<file path="config.mk">
export PLATFORM = sky130hd
export DESIGN_NAME = s3g_uart_rx
export DESIGN_NICKNAME = d
export VERILOG_FILES = /design/src/rtl/s3g_uart_rx.sv
export SDC_FILE = /design/constraint.sdc
export NUM_CORES = 1
export LEC_CHECK = 0
export ABC_AREA = 1
export CAP_MARGIN = 20
export CELL_PAD_IN_SITES_DETAIL_PLACEMENT = 1
export CELL_PAD_IN_SITES_GLOBAL_PLACEMENT = 1
export CORE_MARGIN = 3
export CORE_UTILIZATION = 38
export CTS_CLUSTER_DIAMETER = 120
export CTS_CLUSTER_SIZE = 8
export DETAILED_ROUTE_END_ITERATION = 8
export HOLD_SLACK_MARGIN = 0.06
export PLACE_DENSITY = 0.76
export SLEW_MARGIN = 20
export SYNTH_ARGS = -nofsm -noshare
export SYNTH_HDL_FRONTEND = slang
export SYNTH_SLANG_ARGS = --single-unit
</file>
<file path="constraint.sdc">
create_clock -name clk -period 1.45 [get_ports clk]
set_input_delay 0.145 -clock clk [delete_from_list [all_inputs] [get_ports clk]]
set_output_delay 0.145 -clock clk [all_outputs]
set_load 0.005 [all_outputs]
</file>
<file path="src/rtl/s3g_uart_rx.sv">
// 8N1 asynchronous serial receiver, LSB first, idle-high line.
// Feeds the S3G packet parser with a byte plus a one-cycle rx_done strobe.
module s3g_uart_rx #(
  parameter int CLKS_PER_BIT = 434
) (
  input  logic       clk,
  input  logic       rst,
  input  logic       rx,
  output logic [7:0] rx_data,
  output logic       rx_done,
  output logic       rx_frame_error,
  output logic       rx_busy
);

  localparam int HALF  = CLKS_PER_BIT / 2;
  localparam int TMR_W = $clog2(CLKS_PER_BIT);
  localparam logic [TMR_W-1:0] HALF_LAST = TMR_W'(HALF - 1);
  localparam logic [TMR_W-1:0] BIT_LAST  = TMR_W'(CLKS_PER_BIT - 1);

  typedef enum logic [2:0] {
    WAIT_IDLE = 3'd0,
    IDLE      = 3'd1,
    START     = 3'd2,
    DATA      = 3'd3,
    STOP      = 3'd4
  } state_t;

  state_t state, state_nxt;

  logic             rx_meta, rx_s;
  logic             vld_p0, vld_p1;
  logic [TMR_W-1:0] timer;
  logic [2:0]       bit_idx;
  logic [7:0]       shift;

  logic half_tick, bit_tick, last_bit;
  logic tmr_clr, idx_clr, shift_en, done_set, err_set;

  // Synchronizer stage: rx_s is reset to the idle level, but vld_p1 marks when
  // it holds a genuine line sample so a low line at reset cannot look idle.
  always_ff @(posedge clk) begin
    if (rst) begin
      rx_meta <= 1'b1;
      rx_s    <= 1'b1;
      vld_p0  <= 1'b0;
      vld_p1  <= 1'b0;
    end else begin
      rx_meta <= rx;
      rx_s    <= rx_meta;
      vld_p0  <= 1'b1;
      vld_p1  <= vld_p0;
    end
  end

  assign half_tick = (timer == HALF_LAST);
  assign bit_tick  = (timer == BIT_LAST);
  assign last_bit  = (bit_idx == 3'd7);

  always_ff @(posedge clk) begin
    if (rst) state <= WAIT_IDLE;
    else     state <= state_nxt;
  end

  always_comb begin
    state_nxt = state;
    case (state)
      WAIT_IDLE: if (rx_s && vld_p1) state_nxt = IDLE;
      IDLE:      if (!rx_s)          state_nxt = START;
      START:     if (half_tick)      state_nxt = rx_s ? IDLE : DATA;
      DATA:      if (bit_tick && last_bit) state_nxt = STOP;
      STOP:      if (bit_tick)       state_nxt = rx_s ? IDLE : WAIT_IDLE;
      default:                       state_nxt = WAIT_IDLE;
    endcase
  end

  // Timer free-runs only inside a frame and restarts at every sample point.
  always_comb begin
    tmr_clr  = 1'b1;
    idx_clr  = 1'b0;
    shift_en = 1'b0;
    done_set = 1'b0;
    err_set  = 1'b0;
    rx_busy  = 1'b0;
    case (state)
      START: begin
        rx_busy = 1'b1;
        tmr_clr = half_tick;
        idx_clr = half_tick;
      end
      DATA: begin
        rx_busy  = 1'b1;
        tmr_clr  = bit_tick;
        shift_en = bit_tick;
      end
      STOP: begin
        rx_busy  = 1'b1;
        tmr_clr  = bit_tick;
        done_set = bit_tick && rx_s;
        err_set  = bit_tick && !rx_s;
      end
      default: begin
        tmr_clr = 1'b1;
      end
    endcase
  end

  // Sample stage: shift in from the MSB side so bit 0 lands in rx_data[0].
  always_ff @(posedge clk) begin
    if (rst) begin
      timer          <= '0;
      bit_idx        <= 3'd0;
      shift          <= 8'd0;
      rx_data        <= 8'd0;
      rx_done        <= 1'b0;
      rx_frame_error <= 1'b0;
    end else begin
      timer <= tmr_clr ? '0 : timer + TMR_W'(1);
      if (idx_clr)       bit_idx <= 3'd0;
      else if (shift_en) bit_idx <= bit_idx + 3'd1;
      if (shift_en)      shift   <= {rx_s, shift[7:1]};
      if (done_set)      rx_data <= shift;
      rx_done        <= done_set;
      rx_frame_error <= err_set;
    end
  end

endmodule

</file>
* After elaboration in Yosys (flattened, before gate mapping) *
Cells that the tools add are included.

storage, ports and cells
  register bits after elaboration = 37
  bits of input ports = 3
  output and inout port bits = 11
  word-level logic and storage cells = 52

cells by class
  $add $sub $neg = 2
  equal/unequal tests = 12
  muxes and demuxes = 14
  bitwise gates (word level) = 1
  reduce and logical (&&, ||, !) cells = 12

operators with widths
  kind                   count
  $mux W3                5
  $pmux W3 S5            1
  $ne A2 B2 Y1 const B   5
  $add A9 B1 Y9 const B  1
  $eq A9 B8 Y1 const B   1
  $eq A9 B9 Y1 const B   1
  $reduce_or A2 Y1       4
  $eq A3 B2 Y1 const B   2
  $eq A3 B3 Y1 const B   2
  $mux W1                6
  $reduce_and A5 Y1      1
  $logic_and A1 B1 Y1    4
  $add A3 B1 Y3 const B  1
  $eq A3 B1 Y1 const B   1
  $logic_not A3 Y1       1
  $reduce_or A3 Y1       1
  $mux W2                1
  $pmux W1 S2            1
  $logic_not A1 Y1       1
  $not A1 Y1             1

* Logic depth before layout (Yosys ltp) *
  depth in word-level cells = 4
  gate-level depth with buffers = 11

* Worst setup path after synthesis *
Ideal clock, no wire load.

  path type = register to register
  start = reg timer[1]
  end = reg timer[2]
  library setup time = 0.073 ns
  arrival time = 1.302 ns
  required time = 1.377 ns
  setup slack = 0.075 ns
  stages on the path, launching flop included = 12
  period minus slack after synthesis = 1.375 ns
  path through = dfxtp_1 > inv_1 > ha_1 > nand2_1 > nor2_4 > nand2_4 > inv_1 > nand2_1 > nand2_1 > nor2_1 > inv_2 > nor3_2

on the way
  longest elaborated chain between the ends = 3

ends and longest elaborated chain
  element                                                                RTL line  text
  from (decl)                                                            32        logic [TMR_W-1:0] timer;
  from (signal assigned)                                                 117       timer <= tmr_clr ? '0 : timer + TMR_W'(1);
  parallel branches: the longest is 3 deep, another holds $add A9 B1 Y9  n/a

Parallel ways; which one is timed is not known.
A chain may end at the register's enable or synchronous reset.

* Worst setup path in the final report *
  start = reg timer[1]
  end = reg rx_data[1]

on the way
  longest elaborated chain between the ends = 3

ends and longest elaborated chain
  element               RTL line  text
  $eq A9 B9 Y1          56        assign bit_tick = (timer == BIT_LAST);
  $logic_and A1 B1 Y1   98        done_set = bit_tick && rx_s;
  $mux W1               84        case (state)
  to (signal assigned)  121       if (done_set) rx_data <= shift;
  to (decl)             9         output logic [7:0] rx_data,

Every way passes these cells.

==> results.yml <==
power:
  power.leakage_nw: 0.894
  power.density_mw_per_mm2: 924
  ir_drop_uv: 485
clocking:
  cts_tree: "done"
  cts_htree_levels: 2
  cts_sinks: 37
  cts_buffer_depth: 2
  cts-root-buf: "clkbuf_8"
  holdBufCountCts: 0
  clkTransAtPathRegs_ns: 0.07
  worstSkewPairLatency_ns: 0.29
  numCtsBuffers: 5
critical_path:
  reg2reg_slack_ns: 0.02
  start_kind: "flip-flop"
  reg2reg_from: "timer[1]"
  r2r_cells: 9
  cpPeakStageDelay_ns: 0.33
  worstPathCellList: "inv_2, ha_4, nand2_4, nor2_4, nand2_4, buf_12, nor2_4, buf_6, a211oi_2"
  worstSetupPathType: "reg2reg"
  required_ns: 1.63
  end_kind: "flip-flop"
  r2r-end: "rx_data[1]"
  crit_arrival_ns: 1.61
  cp_max_fo: 5
  crit_slowest_cell: "dfxtp_2"
run:
  maxCapViolCount: 0
routing:
  wl_met3_um: 114
  met2_length_um: 2210
  final_antenna_net_count: 0
  wl_met1_um: 1780
  vias: 1412
  wl_per_cell_um: 14.7
  drc: 0
  drt-pass1-iter-count: 4
  top_layer: "met4"
  viasPerCell: 4.94
  wl_um: 4200
  drtIter0Drc: 66
synth:
  synthCells: 199
  yosysWarningCount: 0
  synth.avg_cell_area_um2: 8.06
  async_reset_ff_share_pct: 0
  ys.flop_type: "dfxtp_1"
  synth_edf_count: 0
  ys_ff_latch: 37
  yosysTopAreaCellShare_pct: 46.2
  yosys.cell_types.count: 33
  synth_area_mm2: 0.00160
  synthTopCellsByArea: "dfxtp_1, nor2_1, nand2_1"
  yosysSeqAreaShare_pct: 46.2
  netlist_top_cells_count: "dfxtp_1, nor2_1, nand2_1"
  synth_largest_area_cell: "dfxtp_1"
  yosysMostFrequentCell: "dfxtp_1"
  synthesis.nets: 207
sta:
  whs_ns: 0.413
  period_share_pct: 98.4
  setup_viol: 0
  rsz0062_at_grt: "yes"
  max_freq_mhz: 701
  fin_ws_ns: 0.0231
  worst_pin_slew_ns: 0.358
  final_hold_viol_count: 0
  post-route-min-period_ns: 1.43
  fin_skew_ns: 0.00622
  slew_headroom_pct: 76.0
  slew_viol_final: 0
global_route:
  grt_usage_pct: 17.9
  grt_overflow: 0
  antenna_found_initial: 0
  grt_pass1_wl_um: 7160
  grt_max_degree: 14
  grt_pass1_vias: 1560
hold_path:
  hp-class: "in2reg"
  holdPathStages: 2
  min_from: "rx"
  min_to: "rx_meta"
die:
  placementRows: 22
  die_x_um: 71.0
  ios: 14
  dieArea_mm2: 0.00504
  initial_core_util_pct: 41.6
  die_h_um: 71.0
  core_area_mm2: 0.00385
finish:
  fill_cells: 465
  drive_above_1_share_pct: 31.1
  layout.cells.non_filler: 286
  synthToLayoutAreaGrowth_pct: 35.0
  multi_input_area_um2: 851
  final_nets: 246
  regArea_um2: 747
  diodes: 0
placed_design:
  dp_slack_ns: -0.0977
  routabilityCongestion: 0.803
  portBuffers: 13
  dp.cells: 268
  dp_hpwl_um: 2780
status:
  status: "complete, no violations"
power by group:
group | internal, mW | total [mW] | switching, mW
clock | 0.377 | 0.729 | 0.352
combinational | 0.0817 | 0.204 | 0.123
sequential | 1.04 | 1.07 | 0.0303
total | 1.50 | 2.00 | 0.505
registers in the layout (all words and copies together), names as in the netlist, 3 cells and up:
name	cells
shift	8
bit_idx	3
rx_data	8
state	3
timer	9
logic make-up (layout without fill, tap and decap cells):
family / Yosys count / after routing / share of synthesized area [%]
compound gates: 36 / 36 / 13.6
xor+xnor: 4 / 4 / 2.18
fa+ha+maj: 5 / 5 / 3.90
buf+inv: 32 / 70 / 8.19
flops: 37 / 37 / 46.2
simple gates: 85 / 86 / 26.0
layout make-up:
class | count | area share, %
clock buffer | 7 | 3.99
inverter | 29 | 5.26
multi-input combinational | 131 | 39.3
sequential | 37 | 34.5
tap | 48 | 2.77
timing repair buffer | 34 | 14.2
repair_timing:
| item | in CTS | in global routing |
|---|---|---|
| pin swaps | 8 | 12 |
| setup buffers | 4 | 6 |
| resized for setup | 21 | 22 |
| setup endpoints to repair | 32 | 31 |
| cloned | 1 | 0 |
per-stage QoR:
stage	utilization, %	setup TNS (ns)	cell area, µm²	power [mW]
floorplan	-	0	1600	1.18
global placement	48.1	0	1850	1.24
detailed placement	48.1	-1.24	1850	1.25
CTS	53.1	-0.0360	2040	1.99
global route	56.2	-1.35	2170	2.08
finish	56.2	0	2170	2.00
worst max path at each step:
stage | startpoint | end | depth (start not counted)
3_5_place_dp | timer[1] | rx_data[1] | 8
5_1_grt | timer[1] | rx_data[7] | 9
4_1_cts | timer[1] | bit_idx[0] | 9
3_3_place_gp | state[2] | rx_busy | 5
6_report | timer[1] | rx_data[1] | 9
2_1_floorplan | timer[1] | timer[2] | 11
worst max-delay path: cells and delay by family, from the launching register on:
family | cells | cell delay, ns
AO/OA/AOI/OAI | 1 | 0.06
adder cells (fa/ha/maj) | 1 | 0.13
buffers and inverters | 3 | 0.37
flip-flops | 1 | 0.33
AND/OR/NAND/NOR | 4 | 0.44
cells in the final DEF (no fill, tap or decap), types with 2 or more instances in the layout:
| cell | count |
|---|---|
| nor2_2 | 8 |
| a31oi_1 | 2 |
| nor3_1 | 5 |
| buf_4 | 18 |
| clkdlybuf4s50_1 | 12 |
| dfxtp_2 | 5 |
| nand2_4 | 3 |
| xor2_1 | 2 |
| nand3_1 | 5 |
| ha_1 | 3 |
| nand2_1 | 24 |
| xnor2_1 | 2 |
| nor2_4 | 3 |
| nand3_2 | 2 |
| ha_4 | 2 |
| dfxtp_1 | 32 |
| nand2_2 | 3 |
| o21ai_0 | 10 |
| a211oi_2 | 5 |
| inv_2 | 6 |
| inv_4 | 2 |
| inv_1 | 21 |
| buf_6 | 2 |
| a21oi_1 | 11 |
| clkbuf_8 | 6 |
| o21ai_1 | 2 |
| nor2_1 | 24 |
| a211oi_1 | 3 |
| or2_2 | 2 |
per-layer routing:
metal  vias up  global-route usage, %
li1        720                      -
met2        18                   32.7
met4         0                   7.93
met5         -                      0
met1       663                   20.0
met3        11                   3.13
Note: power is estimated with default switching activity, not from simulation.
